### src/rtl/regfile_writeback_if.sv
// regfile_writeback_if
//   Bundles the retire-side handshakes, the issue hint and the RegisterFile
//   write port of regfile_writeback.
//
//   Handshake rule (alu_* and mem_*): a result transfers on a rising edge
//   where valid and ready are both 1. The producer holds valid, rd and data
//   stable until that edge. ready never depends on valid from the same port.
//
//   Modports:
//     master - producer / environment side: drives results and issue hints,
//              observes ready, the write port, pending_mask and fifo_count
//     slave  - regfile_writeback itself
interface regfile_writeback_if #(
    parameter int XLEN   = 32,
    parameter int ADDR_W = 5,
    parameter int DEPTH  = 4
);
    localparam int CNT_W = $clog2(DEPTH) + 1;

    logic              alu_valid;
    logic [ADDR_W-1:0] alu_rd;
    logic [XLEN-1:0]   alu_data;
    logic              alu_ready;

    logic              mem_valid;
    logic [ADDR_W-1:0] mem_rd;
    logic [XLEN-1:0]   mem_data;
    logic              mem_ready;

    logic              issue_valid;
    logic [ADDR_W-1:0] issue_rd;

    logic              register_wr;
    logic [ADDR_W-1:0] write_register_addr;
    logic [XLEN-1:0]   write_register_data;
    logic [31:0]       pending_mask;
    logic [CNT_W-1:0]  fifo_count;

    modport master (
        output alu_valid, alu_rd, alu_data,
        input  alu_ready,
        output mem_valid, mem_rd, mem_data,
        input  mem_ready,
        output issue_valid, issue_rd,
        input  register_wr, write_register_addr, write_register_data,
        input  pending_mask, fifo_count
    );

    modport slave (
        input  alu_valid, alu_rd, alu_data,
        output alu_ready,
        input  mem_valid, mem_rd, mem_data,
        output mem_ready,
        input  issue_valid, issue_rd,
        output register_wr, write_register_addr, write_register_data,
        output pending_mask, fifo_count
    );
endinterface

### src/rtl/regfile_writeback.sv
// regfile_writeback
//   Write-side driver for the RegisterFile. Accepts retiring ALU and load
//   results, queues them in a DEPTH-entry FIFO and emits at most one
//   registered register write per cycle. Also keeps pending_mask, a
//   per-register "write outstanding" scoreboard for the issue logic.
//
//   Ports:
//     clk    - rising-edge clock
//     reset  - asynchronous, active-high; empties the FIFO, clears the
//              write port and pending_mask
//     bus    - regfile_writeback_if.slave: alu_*/mem_* result handshakes,
//              issue_valid/issue_rd, register_wr/write_register_addr/
//              write_register_data, pending_mask, fifo_count
module regfile_writeback #(
    parameter int XLEN   = 32,
    parameter int ADDR_W = 5,
    parameter int DEPTH  = 4
) (
    input  logic                 clk,
    input  logic                 reset,
    regfile_writeback_if.slave   bus
);
    localparam int PTR_W = $clog2(DEPTH);
    localparam int CNT_W = PTR_W + 1;

    logic [ADDR_W-1:0] fifo_rd   [DEPTH];
    logic [XLEN-1:0]   fifo_data [DEPTH];
    logic [PTR_W-1:0]  wr_ptr, rd_ptr;
    logic [CNT_W-1:0]  count;

    logic              full, empty, push, pop;
    logic [ADDR_W-1:0] push_rd;
    logic [XLEN-1:0]   push_data;

    logic              wr_q;
    logic [ADDR_W-1:0] addr_q;
    logic [XLEN-1:0]   data_q;
    logic [31:0]       pend_q, pend_d;

    assign full  = (count == CNT_W'(DEPTH));
    assign empty = (count == '0);

    // Loads have fixed priority; ready ignores a same-cycle pop so a full
    // FIFO never passes a result straight through.
    assign bus.mem_ready = !full;
    assign bus.alu_ready = !full && !bus.mem_valid;

    // Select the single accepted result. rd==0 still handshakes but is
    // dropped here, since x0 is never written.
    always_comb begin
        push      = 1'b0;
        push_rd   = bus.mem_rd;
        push_data = bus.mem_data;
        if (bus.mem_valid && !full) begin
            push = (bus.mem_rd != '0);
        end else if (bus.alu_valid && !full) begin
            push      = (bus.alu_rd != '0);
            push_rd   = bus.alu_rd;
            push_data = bus.alu_data;
        end
    end

    assign pop = !empty;

    // Storage needs no reset: entries are only read while counted valid.
    always_ff @(posedge clk) begin
        if (push) begin
            fifo_rd[wr_ptr]   <= push_rd;
            fifo_data[wr_ptr] <= push_data;
        end
    end

    // Clear on the edge that ends a register_wr cycle (the RegisterFile
    // commit edge); a same-edge issue to the same register re-sets the bit.
    always_comb begin
        pend_d = pend_q;
        if (wr_q) begin
            pend_d[addr_q] = 1'b0;
        end
        if (bus.issue_valid && (bus.issue_rd != '0)) begin
            pend_d[bus.issue_rd] = 1'b1;
        end
        pend_d[0] = 1'b0;
    end

    always_ff @(posedge clk or posedge reset) begin
        if (reset) begin
            wr_ptr <= '0;
            rd_ptr <= '0;
            count  <= '0;
            wr_q   <= 1'b0;
            addr_q <= '0;
            data_q <= '0;
            pend_q <= '0;
        end else begin
            // Pointers wrap naturally because DEPTH is a power of two.
            if (push) begin
                wr_ptr <= wr_ptr + 1'b1;
            end
            if (pop) begin
                rd_ptr <= rd_ptr + 1'b1;
                addr_q <= fifo_rd[rd_ptr];
                data_q <= fifo_data[rd_ptr];
            end
            wr_q <= pop;
            case ({push, pop})
                2'b10:   count <= count + 1'b1;
                2'b01:   count <= count - 1'b1;
                default: count <= count;
            endcase
            pend_q <= pend_d;
        end
    end

    assign bus.register_wr         = wr_q;
    assign bus.write_register_addr = addr_q;
    assign bus.write_register_data = data_q;
    assign bus.pending_mask        = pend_q;
    assign bus.fifo_count          = count;
endmodule

### src/flat_wrapper.sv
// flat-port wrapper written by rule: the top's interface ports become plain ports
module regfile_writeback_flat 
#(
    parameter int XLEN   = 32,
    parameter int ADDR_W = 5,
    parameter int DEPTH  = 4
)
  (clk, reset, bus_alu_valid, bus_alu_rd, bus_alu_data, bus_alu_ready, bus_mem_valid, bus_mem_rd, bus_mem_data, bus_mem_ready, bus_issue_valid, bus_issue_rd, bus_register_wr, bus_write_register_addr, bus_write_register_data, bus_pending_mask, bus_fifo_count);
  regfile_writeback_if #(.XLEN(XLEN), .ADDR_W(ADDR_W), .DEPTH(DEPTH)) bus_i ();
  input  logic clk;
  input  logic reset;
  input wire logic [$bits(bus_i.alu_valid)-1:0] bus_alu_valid;
  input wire logic [$bits(bus_i.alu_rd)-1:0] bus_alu_rd;
  input wire logic [$bits(bus_i.alu_data)-1:0] bus_alu_data;
  output wire logic [$bits(bus_i.alu_ready)-1:0] bus_alu_ready;
  input wire logic [$bits(bus_i.mem_valid)-1:0] bus_mem_valid;
  input wire logic [$bits(bus_i.mem_rd)-1:0] bus_mem_rd;
  input wire logic [$bits(bus_i.mem_data)-1:0] bus_mem_data;
  output wire logic [$bits(bus_i.mem_ready)-1:0] bus_mem_ready;
  input wire logic [$bits(bus_i.issue_valid)-1:0] bus_issue_valid;
  input wire logic [$bits(bus_i.issue_rd)-1:0] bus_issue_rd;
  output wire logic [$bits(bus_i.register_wr)-1:0] bus_register_wr;
  output wire logic [$bits(bus_i.write_register_addr)-1:0] bus_write_register_addr;
  output wire logic [$bits(bus_i.write_register_data)-1:0] bus_write_register_data;
  output wire logic [$bits(bus_i.pending_mask)-1:0] bus_pending_mask;
  output wire logic [$bits(bus_i.fifo_count)-1:0] bus_fifo_count;
  assign bus_i.alu_valid = bus_alu_valid;
  assign bus_i.alu_rd = bus_alu_rd;
  assign bus_i.alu_data = bus_alu_data;
  assign bus_alu_ready = bus_i.alu_ready;
  assign bus_i.mem_valid = bus_mem_valid;
  assign bus_i.mem_rd = bus_mem_rd;
  assign bus_i.mem_data = bus_mem_data;
  assign bus_mem_ready = bus_i.mem_ready;
  assign bus_i.issue_valid = bus_issue_valid;
  assign bus_i.issue_rd = bus_issue_rd;
  assign bus_register_wr = bus_i.register_wr;
  assign bus_write_register_addr = bus_i.write_register_addr;
  assign bus_write_register_data = bus_i.write_register_data;
  assign bus_pending_mask = bus_i.pending_mask;
  assign bus_fifo_count = bus_i.fifo_count;
  regfile_writeback #(.XLEN(XLEN), .ADDR_W(ADDR_W), .DEPTH(DEPTH)) u_core (.clk(clk), .reset(reset), .bus(bus_i));
endmodule
### config.mk
export PLATFORM = sky130hd
export DESIGN_NAME = regfile_writeback_flat
export DESIGN_NICKNAME = d
export VERILOG_FILES = /design/src/rtl/regfile_writeback_if.sv /design/src/rtl/regfile_writeback.sv /design/src/flat_wrapper.sv
export SDC_FILE = /design/constraint.sdc
export NUM_CORES = 1
export LEC_CHECK = 0
export BUFFER_PORTS_ARGS = -buffer_cell sky130_fd_sc_hd__buf_2
export CAP_MARGIN = 20
export CORE_ASPECT_RATIO = 0.7
export CORE_MARGIN = 2
export CORE_UTILIZATION = 40
export CTS_BUF_LIST = sky130_fd_sc_hd__clkbuf_8
export DETAILED_ROUTE_END_ITERATION = 8
export SLEW_MARGIN = 20
export SYNTH_ARGS = -nofsm -noshare
export SYNTH_HDL_FRONTEND = slang
export SYNTH_SLANG_ARGS = --single-unit
### constraint.sdc
create_clock -name clk -period 2.8 [get_ports clk]
set_input_delay 0.28 -clock clk [delete_from_list [all_inputs] [get_ports clk]]
set_output_delay 0.28 -clock clk [all_outputs]
set_load 0.01 [all_outputs]
==> results.json <==
{
  "synth.distinct_cells": 29,
  "rows": 45,
  "p_per_area_nw_per_um2": 1100,
  "path_class": "flop to flop",
  "async_reset_ff_share_pct": 33.9,
  "dp_hpwl_microns": 12200,
  "clk_path_buf_depth": 3,
  "die_h_microns": 129,
  "start_util_pct": 41.0,
  "place_area_sq_um": 10000,
  "finalSetupTns_ns": 0,
  "ys_top_cells_by_count": "148 x edfxtp_1, 118 x nand2_1, 76 x dfrtp_1",
  "cts.sinks": 224,
  "holdWs_ns": 0.129,
  "drv_cap": 0,
  "drc": 0,
  "cts-root-buf": "clkbuf_8",
  "yosys_warnings": 0,
  "io_pins": 159,
  "nets": 833,
  "cts_resized": 0,
  "worst_pin_slew_ns": 1.08,
  "synth_seq_cells": 224,
  "syn_area_sq_um": 8930,
  "syn_to_final_growth_pct": 19.8,
  "grt_usage_pct": 16.7,
  "synth_top_area_share_pct": 49.8,
  "endpoint_kind": "flop",
  "postSynthNetCount": 651,
  "holdPathEnd": "u_core.fifo_data[2][2]",
  "insertion_delay_ns": 0.51,
  "drive_gt1_share_pct": 35.6,
  "setup_viol": 0,
  "drtPass1Iterations": 5,
  "synth_edf_count": 148,
  "reg2reg_depth": 4,
  "yosysSeqAreaShare_pct": 71.1,
  "grt_start_max_net_pins": 44,
  "cp_data_arrival_time_ns": 2.45,
  "die_w_microns": 183,
  "finalWirelength_microns": 19500,
  "grt_pass1_wl_microns": 29900,
  "core_area_sq_um": 21800,
  "overflow": 0,
  "min_path_type": "input port to flop",
  "grt_pass1_vias": 5611,
  "r2r_end": "u_core.fifo_data[3][18]",
  "hp-start": "bus_alu_data[2]",
  "fmax_mhz": 427,
  "fill_cells": 1884,
  "finalHoldViolations": 0,
  "rsz0062_at_grt": "false",
  "ant_nets": 0,
  "cts_tree": "built",
  "crit_path_start_kind": "flop",
  "die_area_sq_um": 23600,
  "synth_area_leaders": "edfxtp_1 50%, dfrtp_1 21%, mux4_2 9.3%",
  "synth_most_common_cell": "edfxtp_1",
  "clk_pin_slew_ns": 0.06,
  "crit_fanout": 37,
  "slew-limit-headroom_pct": 28.3,
  "syn_avg_cell_area_sq_um": 15.9,
  "p_leak_uw": 0.00425,
  "whs_path_depth": 2,
  "synthCells": 561,
  "peakVddDrop_uv": 417,
  "postLayoutCellArea_sq_um": 10700,
  "via_per_inst": 5.12,
  "vias": 5383,
  "cp.required_ns": 2.91,
  "drv_slew": 0,
  "r2r_slack_ns": 0.46,
  "status": "finished clean",
  "antenna_found_initial": 0,
  "drt-initial-drc-count": 297,
  "antenna_cells": 0,
  "r2r_start": "u_core.bus.fifo_count[0]",
  "fin_crit_sh_pct": 83.7,
  "routedWlPerCell_microns": 18.5,
  "ys_dominant_reg_cell": "edfxtp_1",
  "h-tree-depth": 2,
  "yosys.area.top_type": "edfxtp_1",
  "cts-buffers-inserted": 36,
  "port_buffers": 157,
  "period_needed_ns": 2.34,
  "gp_congestion": 0.771,
  "finalClockSkew_ns": 0.0244
}
==> state kept, by name, summed over array words and instances (netlist names) <==
register                        flops
u_core.fifo_data                  128
u_core.bus.write_register_data     32
u_core.bus.pending_mask            31
u_core.fifo_rd                     20
u_core.bus.write_register_addr      5
u_core.bus.fifo_count               3
u_core.rd_ptr                       2
u_core.wr_ptr                       2
u_core.bus.register_wr              1
==> cell type report <==
class | instances | area [sq um] | area share, %
repair buffers | 168 | 871 | 8.14
inverters | 5 | 20.0 | 0.187
well taps | 282 | 353 | 3.30
clock buffers | 41 | 564 | 5.28
flip-flops and latches | 224 | 6350 | 59.4
clock inverters | 24 | 108 | 1.01
multi-input cells | 308 | 2430 | 22.7
==> power breakdown <==
part / switching, uW / internal, uW / leakage, uW
sequential: 633 / 4800 / 0.00225
clock: 1240 / 1350 / 0.000387
combinational: 2110 / 1600 / 0.00161
total: 3980 / 7740 / 0.00425
==> worst max path at each step <==
stage                              from                       end  slack (ns)  cells past startpoint
3_3_place_gp              bus_mem_rd[3]  u_core.bus.fifo_count[1]        0.41                      8
5_1_grt        u_core.bus.fifo_count[0]   u_core.fifo_data[2][17]        0.29                      4
2_1_floorplan  u_core.bus.fifo_count[0]    u_core.fifo_data[0][0]        0.48                      4
6_report       u_core.bus.fifo_count[0]   u_core.fifo_data[3][18]        0.46                      4
3_5_place_dp              bus_mem_rd[3]  u_core.bus.fifo_count[1]        0.39                      8
4_1_cts        u_core.bus.fifo_count[0]   u_core.fifo_data[3][17]        0.41                      4
==> stage by stage <==
| stage | total power, uW | cells | setup WS [ns] | util, % |
|---|---|---|---|---|
| 3_3_place_gp | 9110 | 986 | 0.414 | 46.0 |
| 6_report | 11700 | 1052 | 0.457 | 49.1 |
| 4_1_cts | 11900 | 1052 | 0.412 | 49.1 |
| 3_5_place_dp | 9260 | 986 | 0.390 | 46.0 |
| 2_1_floorplan | 7790 | 561 | 0.477 | - |
| 5_1_grt | 12500 | 1052 | 0.289 | 49.1 |
==> what timing repair did <==
item | CTS | global route
buffers inserted | 0 | 0
hold buffers | 1 | 0
hold endpoints to repair | 41 | 0
==> cells by family after synthesis <==
logic type,after synthesis,share of synthesized area [%]
multiplexers,76,14.3
buffers and inverters,29,1.92
other,1,0.0420
adder cells (fa/ha/maj),6,0.925
flip-flops,224,71.1
XOR/XNOR,6,0.589
AND/OR/NAND/NOR,154,7.50
AO/OA/AOI/OAI,65,3.70
==> placed cells by master (no fill, tap or decap), types with 6 or more instances in the layout <==
cell      instances
mux2_1           31
nand2_1         118
inv_1            15
buf_2           157
buf_4            10
edfxtp_1        148
dfrtp_1          74
mux4_2           37
nand3b_1         10
o21ai_0          62
mux2_2            8
clkbuf_8         41
nor2_1            6
==> critical path: stages (launching register included) <==
cell and delay [ns]:
dfrtp_1 0.47, nor2_2 0.11, a21oi_4 0.16, a32o_1 0.28, and2_2 0.92
==> routing by layer <==
layer | track usage (%) | routed length (microns) | share of wire [%] | up-vias
met4 | 5.65 | 406 | 2.1 | 0
met2 | 25.9 | 8740 | 45 | 211
met1 | 23.7 | 9010 | 46 | 2675
met3 | 3.71 | 1320 | 6.8 | 40
li1 | - | - | - | 2457
met5 | 0 | 0 | 0 | -
No activity file was read; power rests on OpenSTA's default activity.
